`src/rtl/ex_mem_reg_if.sv`:
```
// EX/MEM pipeline register bus: EX results, stall/flush control and the
// multiply-accumulate state carried back to EX.
interface ex_mem_reg_if #(
    parameter int DATA_W  = 32,
    parameter int ADDR_W  = 5,
    parameter int STALL_W = 6
);
    logic [STALL_W-1:0]  stall;
    logic                flush;
    logic [ADDR_W-1:0]   ex_wd;
    logic                ex_wreg;
    logic [DATA_W-1:0]   ex_wdata;
    logic [DATA_W-1:0]   ex_hi;
    logic [DATA_W-1:0]   ex_lo;
    logic                ex_whilo;
    logic [2*DATA_W-1:0] hilo_i;
    logic [1:0]          cnt_i;

    logic [ADDR_W-1:0]   mem_wd;
    logic                mem_wreg;
    logic [DATA_W-1:0]   mem_wdata;
    logic [DATA_W-1:0]   mem_hi;
    logic [DATA_W-1:0]   mem_lo;
    logic                mem_whilo;
    logic                mem_valid;
    logic [2*DATA_W-1:0] hilo_o;
    logic [1:0]          cnt_o;

    // EX stage / stall controller side
    modport master (
        output stall, flush, ex_wd, ex_wreg, ex_wdata, ex_hi, ex_lo, ex_whilo,
               hilo_i, cnt_i,
        input  mem_wd, mem_wreg, mem_wdata, mem_hi, mem_lo, mem_whilo,
               mem_valid, hilo_o, cnt_o
    );

    // the pipeline register itself
    modport slave (
        input  stall, flush, ex_wd, ex_wreg, ex_wdata, ex_hi, ex_lo, ex_whilo,
               hilo_i, cnt_i,
        output mem_wd, mem_wreg, mem_wdata, mem_hi, mem_lo, mem_whilo,
               mem_valid, hilo_o, cnt_o
    );
endinterface

```
`src/rtl/ex_mem_reg.sv`:
```
// EX/MEM pipeline register: advances, bubbles, holds or flushes the MEM slot
// and keeps the madd/msub partial product alive across EX stall cycles.
module ex_mem_reg #(
    parameter int DATA_W  = 32,
    parameter int ADDR_W  = 5,
    parameter int STALL_W = 6
) (
    input  logic         clk,
    input  logic         rst,
    ex_mem_reg_if.slave  bus
);

    logic [ADDR_W-1:0]   r_mem_wd;
    logic                r_mem_wreg;
    logic [DATA_W-1:0]   r_mem_wdata;
    logic [DATA_W-1:0]   r_mem_hi;
    logic [DATA_W-1:0]   r_mem_lo;
    logic                r_mem_whilo;
    logic                r_mem_valid;
    logic [2*DATA_W-1:0] r_hilo;
    logic [1:0]          r_cnt;

    logic                w_ex_stall;
    logic                w_mem_stall;

    assign w_ex_stall  = bus.stall[3];
    assign w_mem_stall = bus.stall[4];

    // Priority: flush, then advance when EX runs (EX running with MEM stalled
    // is never requested, so it simply advances), then bubble-and-capture
    // when only EX stalls, else hold everything.
    always_ff @(posedge clk or negedge rst) begin
        if (!rst) begin
            r_mem_wd    <= '0;
            r_mem_wreg  <= 1'b0;
            r_mem_wdata <= '0;
            r_mem_hi    <= '0;
            r_mem_lo    <= '0;
            r_mem_whilo <= 1'b0;
            r_mem_valid <= 1'b0;
            r_hilo      <= '0;
            r_cnt       <= '0;
        end else if (bus.flush) begin
            r_mem_wd    <= '0;
            r_mem_wreg  <= 1'b0;
            r_mem_wdata <= '0;
            r_mem_hi    <= '0;
            r_mem_lo    <= '0;
            r_mem_whilo <= 1'b0;
            r_mem_valid <= 1'b0;
            r_hilo      <= '0;
            r_cnt       <= '0;
        end else if (!w_ex_stall) begin
            r_mem_wd    <= bus.ex_wd;
            r_mem_wreg  <= bus.ex_wreg;
            r_mem_wdata <= bus.ex_wdata;
            r_mem_hi    <= bus.ex_hi;
            r_mem_lo    <= bus.ex_lo;
            r_mem_whilo <= bus.ex_whilo;
            r_mem_valid <= 1'b1;
            r_hilo      <= '0;
            r_cnt       <= '0;
        end else if (!w_mem_stall) begin
            r_mem_wd    <= '0;
            r_mem_wreg  <= 1'b0;
            r_mem_wdata <= '0;
            r_mem_hi    <= '0;
            r_mem_lo    <= '0;
            r_mem_whilo <= 1'b0;
            r_mem_valid <= 1'b0;
            r_hilo      <= bus.hilo_i;
            r_cnt       <= bus.cnt_i;
        end
    end

    assign bus.mem_wd    = r_mem_wd;
    assign bus.mem_wreg  = r_mem_wreg;
    assign bus.mem_wdata = r_mem_wdata;
    assign bus.mem_hi    = r_mem_hi;
    assign bus.mem_lo    = r_mem_lo;
    assign bus.mem_whilo = r_mem_whilo;
    assign bus.mem_valid = r_mem_valid;
    assign bus.hilo_o    = r_hilo;
    assign bus.cnt_o     = r_cnt;

endmodule

```
`src/flat_wrapper.sv`:
```
// flat-port wrapper written by rule: the top's interface ports become plain ports
module ex_mem_reg_flat 
#(
    parameter int DATA_W  = 32,
    parameter int ADDR_W  = 5,
    parameter int STALL_W = 6
)
  (clk, rst, bus_stall, bus_flush, bus_ex_wd, bus_ex_wreg, bus_ex_wdata, bus_ex_hi, bus_ex_lo, bus_ex_whilo, bus_hilo_i, bus_cnt_i, bus_mem_wd, bus_mem_wreg, bus_mem_wdata, bus_mem_hi, bus_mem_lo, bus_mem_whilo, bus_mem_valid, bus_hilo_o, bus_cnt_o);
  ex_mem_reg_if #(.DATA_W(DATA_W), .ADDR_W(ADDR_W), .STALL_W(STALL_W)) bus_i ();
  input  logic clk;
  input  logic rst;
  input wire logic [$bits(bus_i.stall)-1:0] bus_stall;
  input wire logic [$bits(bus_i.flush)-1:0] bus_flush;
  input wire logic [$bits(bus_i.ex_wd)-1:0] bus_ex_wd;
  input wire logic [$bits(bus_i.ex_wreg)-1:0] bus_ex_wreg;
  input wire logic [$bits(bus_i.ex_wdata)-1:0] bus_ex_wdata;
  input wire logic [$bits(bus_i.ex_hi)-1:0] bus_ex_hi;
  input wire logic [$bits(bus_i.ex_lo)-1:0] bus_ex_lo;
  input wire logic [$bits(bus_i.ex_whilo)-1:0] bus_ex_whilo;
  input wire logic [$bits(bus_i.hilo_i)-1:0] bus_hilo_i;
  input wire logic [$bits(bus_i.cnt_i)-1:0] bus_cnt_i;
  output wire logic [$bits(bus_i.mem_wd)-1:0] bus_mem_wd;
  output wire logic [$bits(bus_i.mem_wreg)-1:0] bus_mem_wreg;
  output wire logic [$bits(bus_i.mem_wdata)-1:0] bus_mem_wdata;
  output wire logic [$bits(bus_i.mem_hi)-1:0] bus_mem_hi;
  output wire logic [$bits(bus_i.mem_lo)-1:0] bus_mem_lo;
  output wire logic [$bits(bus_i.mem_whilo)-1:0] bus_mem_whilo;
  output wire logic [$bits(bus_i.mem_valid)-1:0] bus_mem_valid;
  output wire logic [$bits(bus_i.hilo_o)-1:0] bus_hilo_o;
  output wire logic [$bits(bus_i.cnt_o)-1:0] bus_cnt_o;
  assign bus_i.stall = bus_stall;
  assign bus_i.flush = bus_flush;
  assign bus_i.ex_wd = bus_ex_wd;
  assign bus_i.ex_wreg = bus_ex_wreg;
  assign bus_i.ex_wdata = bus_ex_wdata;
  assign bus_i.ex_hi = bus_ex_hi;
  assign bus_i.ex_lo = bus_ex_lo;
  assign bus_i.ex_whilo = bus_ex_whilo;
  assign bus_i.hilo_i = bus_hilo_i;
  assign bus_i.cnt_i = bus_cnt_i;
  assign bus_mem_wd = bus_i.mem_wd;
  assign bus_mem_wreg = bus_i.mem_wreg;
  assign bus_mem_wdata = bus_i.mem_wdata;
  assign bus_mem_hi = bus_i.mem_hi;
  assign bus_mem_lo = bus_i.mem_lo;
  assign bus_mem_whilo = bus_i.mem_whilo;
  assign bus_mem_valid = bus_i.mem_valid;
  assign bus_hilo_o = bus_i.hilo_o;
  assign bus_cnt_o = bus_i.cnt_o;
  ex_mem_reg #(.DATA_W(DATA_W), .ADDR_W(ADDR_W), .STALL_W(STALL_W)) u_core (.clk(clk), .rst(rst), .bus(bus_i));
endmodule
```
`config.mk`:
```
export PLATFORM = sky130hd
export DESIGN_NAME = ex_mem_reg_flat
export DESIGN_NICKNAME = d
export VERILOG_FILES = /design/src/rtl/ex_mem_reg_if.sv /design/src/rtl/ex_mem_reg.sv /design/src/flat_wrapper.sv
export SDC_FILE = /design/constraint.sdc
export NUM_CORES = 1
export LEC_CHECK = 0
export ABC_AREA = 0
export BUFFER_PORTS_ARGS = -buffer_cell sky130_fd_sc_hd__buf_2
export CORE_MARGIN = 8
export CORE_UTILIZATION = 38
export CTS_BUF_LIST = sky130_fd_sc_hd__clkbuf_8
export CTS_CLUSTER_SIZE = 20
export DETAILED_ROUTE_END_ITERATION = 12
export PLACE_DENSITY = 0.68
export SLEW_MARGIN = 20
export SYNTH_ARGS = -nofsm -noshare
export SYNTH_HDL_FRONTEND = slang
export SYNTH_SLANG_ARGS = --single-unit
```
`constraint.sdc`:
```
create_clock -name clk -period 1.3 [get_ports clk]
set_clock_uncertainty 0.05 [all_clocks]
set_input_delay 0.26 -clock clk [delete_from_list [all_inputs] [get_ports clk]]
set_output_delay 0.26 -clock clk [all_outputs]
set_load 0.03 [all_outputs]
```
==> summary.txt <==
Global routing
  – Initial antenna violation count: 4
  – Global-route wire length before repair: 43,300 um
  – Pin count of the biggest net entering global routing: 95
  – Remaining Overflow, GRT: 0
  – GRT Util Overall: between 20% and 30%
  – Vias in the first global route: ~7,700

Critical path
  – Worst Setup Path Type: register to primary output
  – CP delay by family, top: flip-flops
  – Worst stage delay on the critical path: 440 ps
  – Critical path required time: 990 ps
  – R2R setup slack: 220 ps
  – Worst Reg-to-Reg Cells: 3
  – Critical Path, Cell by Cell: buf_6
  – CP endpoint kind: primary output
  – Slowest CP cell: dfrtp_1
  – CP bufs+invs: 1
  – Worst Path Max Fanout: 2
  – RR Startpoint: u_core.bus.mem_wd[3]$_DFFE_PN0P_
  – Reg2reg end: u_core.bus.mem_wd[3]$_DFFE_PN0P_
  – WP data arrival: 1040 ps
  – Crit start category: register

Clock tree
  – CTS Sinks: 170
  – Inserted Clock Buffers: 17
  – H-tree Lvls: 4
  – Clock-pin slew on the worst setup and hold paths: 90 ps
  – Max Root-Sink Buffers: 2
  – CTS tree: built
  – Clock root cell: clkbuf_8
  – Worst skew pair latency: 440 ps

Floorplanning
  – Die area: around 0.023 sq mm
  – Die Wd: 153 um
  – Initial Util: 38.5%
  – Row Count: 50
  – Core Area: ~0.019 sq mm
  – Io pins: 348
  – Die Ht: roughly 150 um

Timing
  – Final Max Slew Viols: 0
  – Minimum clock period: 1350 ps
  – Tcrit/Tclk final: 104%
  – Worst setup margin: -48.8 ps
  – Hold WS: 22.3 ps
  – Peak Freq: 741 MHz
  – Final setup TNS: -1670 ps
  – Final setup vio count: around 130
  – Final Hold Viols: 0
  – RSZ-0062 raised after global routing: yes
  – Worst slew margin: 50.9%
  – Slew @ Worst Pin: ~740 ps

Route
  – Drt pass-1 iters: 5
  – # DRC: 0
  – Routed Wire Length: 29,700 um
  – Vias: around 7,500
  – Routed vias/inst: 5.09
  – Post-route ant nets: 0
  – WL/cell: 20.1 um
  – Initial DRC count: 366

Yosys
  – Mapped Nets: 835
  – Synth cell types: 14
  – Mean instance size in the synthesized netlist: between 10 and 15 sq um
  – Post-synthesis sequential area ratio: 59.5%
  – Synth Warn #: 0
  – Mapped Cells: around 660
  – Cell Area, Synth: 0.00715 sq mm
  – Post-synthesis register bit count: 170

Layout
  – Most common cell after layout, fill and taps aside: buf_6
  – Most frequent cells in the layout: buf_6, dfrtp_1, buf_2, dlygate4sd3_1, buf_4
  – Area of the multi-input gates: about 0.0026 sq mm
  – Fill count: ~1,200
  – Post-layout util: 69.1%
  – Non-Filler Instances: around 1,500
  – Share of layout cells above drive strength 1: 39.3%
  – Fin nets: 1,403
  – Area delta synth->final: 79.7%
  – Final non-filler cell area: 0.0128 sq mm
  – Register area: 0.00425 sq mm

Placement
  – Port buffer count: 343
  – HPWL Detailed: 16,200 um
  – DP Area: 0.00921 sq mm
  – DP Worst Slack: around 13 ps
  – Dpl cells: 1,201
  – GP Congestion: 0.820

Pwr
  – Power Density: roughly 940 mW/mm^2
  – Leakage: 6.39 nW
  – Max IR drop VDD: 0.753 mV
  – Final Power: 12.0 mW

Flow run
  – Max-Cap Viols: 0

Run status
  – Failing checks: setup timing
  – Status: complete, but fails checks

Worst hold path
  – HP Class: input pin to register
  – Worst Hold Path EP: u_core.bus.hilo_o[36]$_DFFE_PN0P_
  – HP Start: bus_hilo_i[36]
  – Worst Hold Depth: 3
[power breakdown]
| group | switching [mW] | leakage [nW] | total, mW | internal (mW) |
|---|---|---|---|---|
| combinational | 1.37 | 3.91 | 2.74 | 1.37 |
| sequential | 0.176 | 2.30 | 5.67 | 5.50 |
| clock | 2.12 | 0.189 | 3.60 | 1.48 |
| total | 3.67 | 6.39 | 12.0 | 8.34 |
[kinds of logic after synthesis]
kind of cell           after synthesis  synth area share, %
AND/OR/NAND/NOR                    258                 18.7
flip-flops                         170                 59.5
AO/OA/AOI/OAI                      104                 7.91
multiplexers                        66                 9.24
buffers and inverters               59                 4.69
[area by class of cell]
class,instances,area share (%)
Timing Repair Buffer,608,41.7
Tap cell,234,2.28
Antenna cell,5,0.0974
Sequential cell,170,33.1
Multi-Input combinational cell,428,19.9
Clock inverter,13,0.867
Clock buffer,19,2.04
[synth_stat cells, drive strengths merged]
library cell	number	area, sq um
a21oi	95	475
dfrtp	170	4250
nand2	1	3.75
clkbuf	12	45.0
nand2b	95	594
buf	47	290
nor2b	1	6.26
nor2	67	259
nand3	94	470
mux2i	66	661
a32o	9	90.1
[worst max path at each step]
stage | startpoint | end | cells after the start
after global placement | bus_flush | u_core.bus.mem_lo[31]$_DFFE_PN0P_ | 3
after detailed placement | bus_stall[3] | u_core.bus.mem_wd[3]$_DFFE_PN0P_ | 3
after CTS | u_core.bus.hilo_o[1]$_DFFE_PN0P_ | bus_hilo_o[1] | 1
after global routing | u_core.bus.hilo_o[1]$_DFFE_PN0P_ | bus_hilo_o[1] | 1
after floorplan | bus_stall[3] | u_core.bus.mem_hi[31]$_DFFE_PN0P_ | 4
final | u_core.bus.hilo_o[1]$_DFFE_PN0P_ | bus_hilo_o[1] | 1
[sequential cells by signal, indices dropped and copies added, names as in the netlist]
signal / cells
u_core.bus.mem_hi: 32
u_core.bus.mem_wdata: 32
u_core.bus.mem_whilo: 1
u_core.bus.mem_valid: 1
u_core.bus.mem_lo: 32
u_core.bus.mem_wreg: 1
u_core.bus.mem_wd: 5
u_core.bus.cnt_o: 2
u_core.bus.hilo_o: 64
[timing repair]
| action | 4_1_cts | 5_1_grt |
|---|---|---|
| endpoints found under the setup margin | 170 | 170 |
| hold buffers | 155 | 0 |
| buffers inserted | 23 | 61 |
| resized for setup | 340 | 0 |
| endpoints found under the hold margin | 324 | 0 |
| pin swaps | 0 | 0 |
[layer usage]
metal  GRT usage, %  vias to the layer above  routed length (um)
met1           27.0                     3685               11400
li1               -                     3365                   -
met5              0                        -                   0
met4           9.05                        0                 911
met3           8.54                       56                2720
met2           37.7                      414               14700
Power figures use the tool's default switching activity.
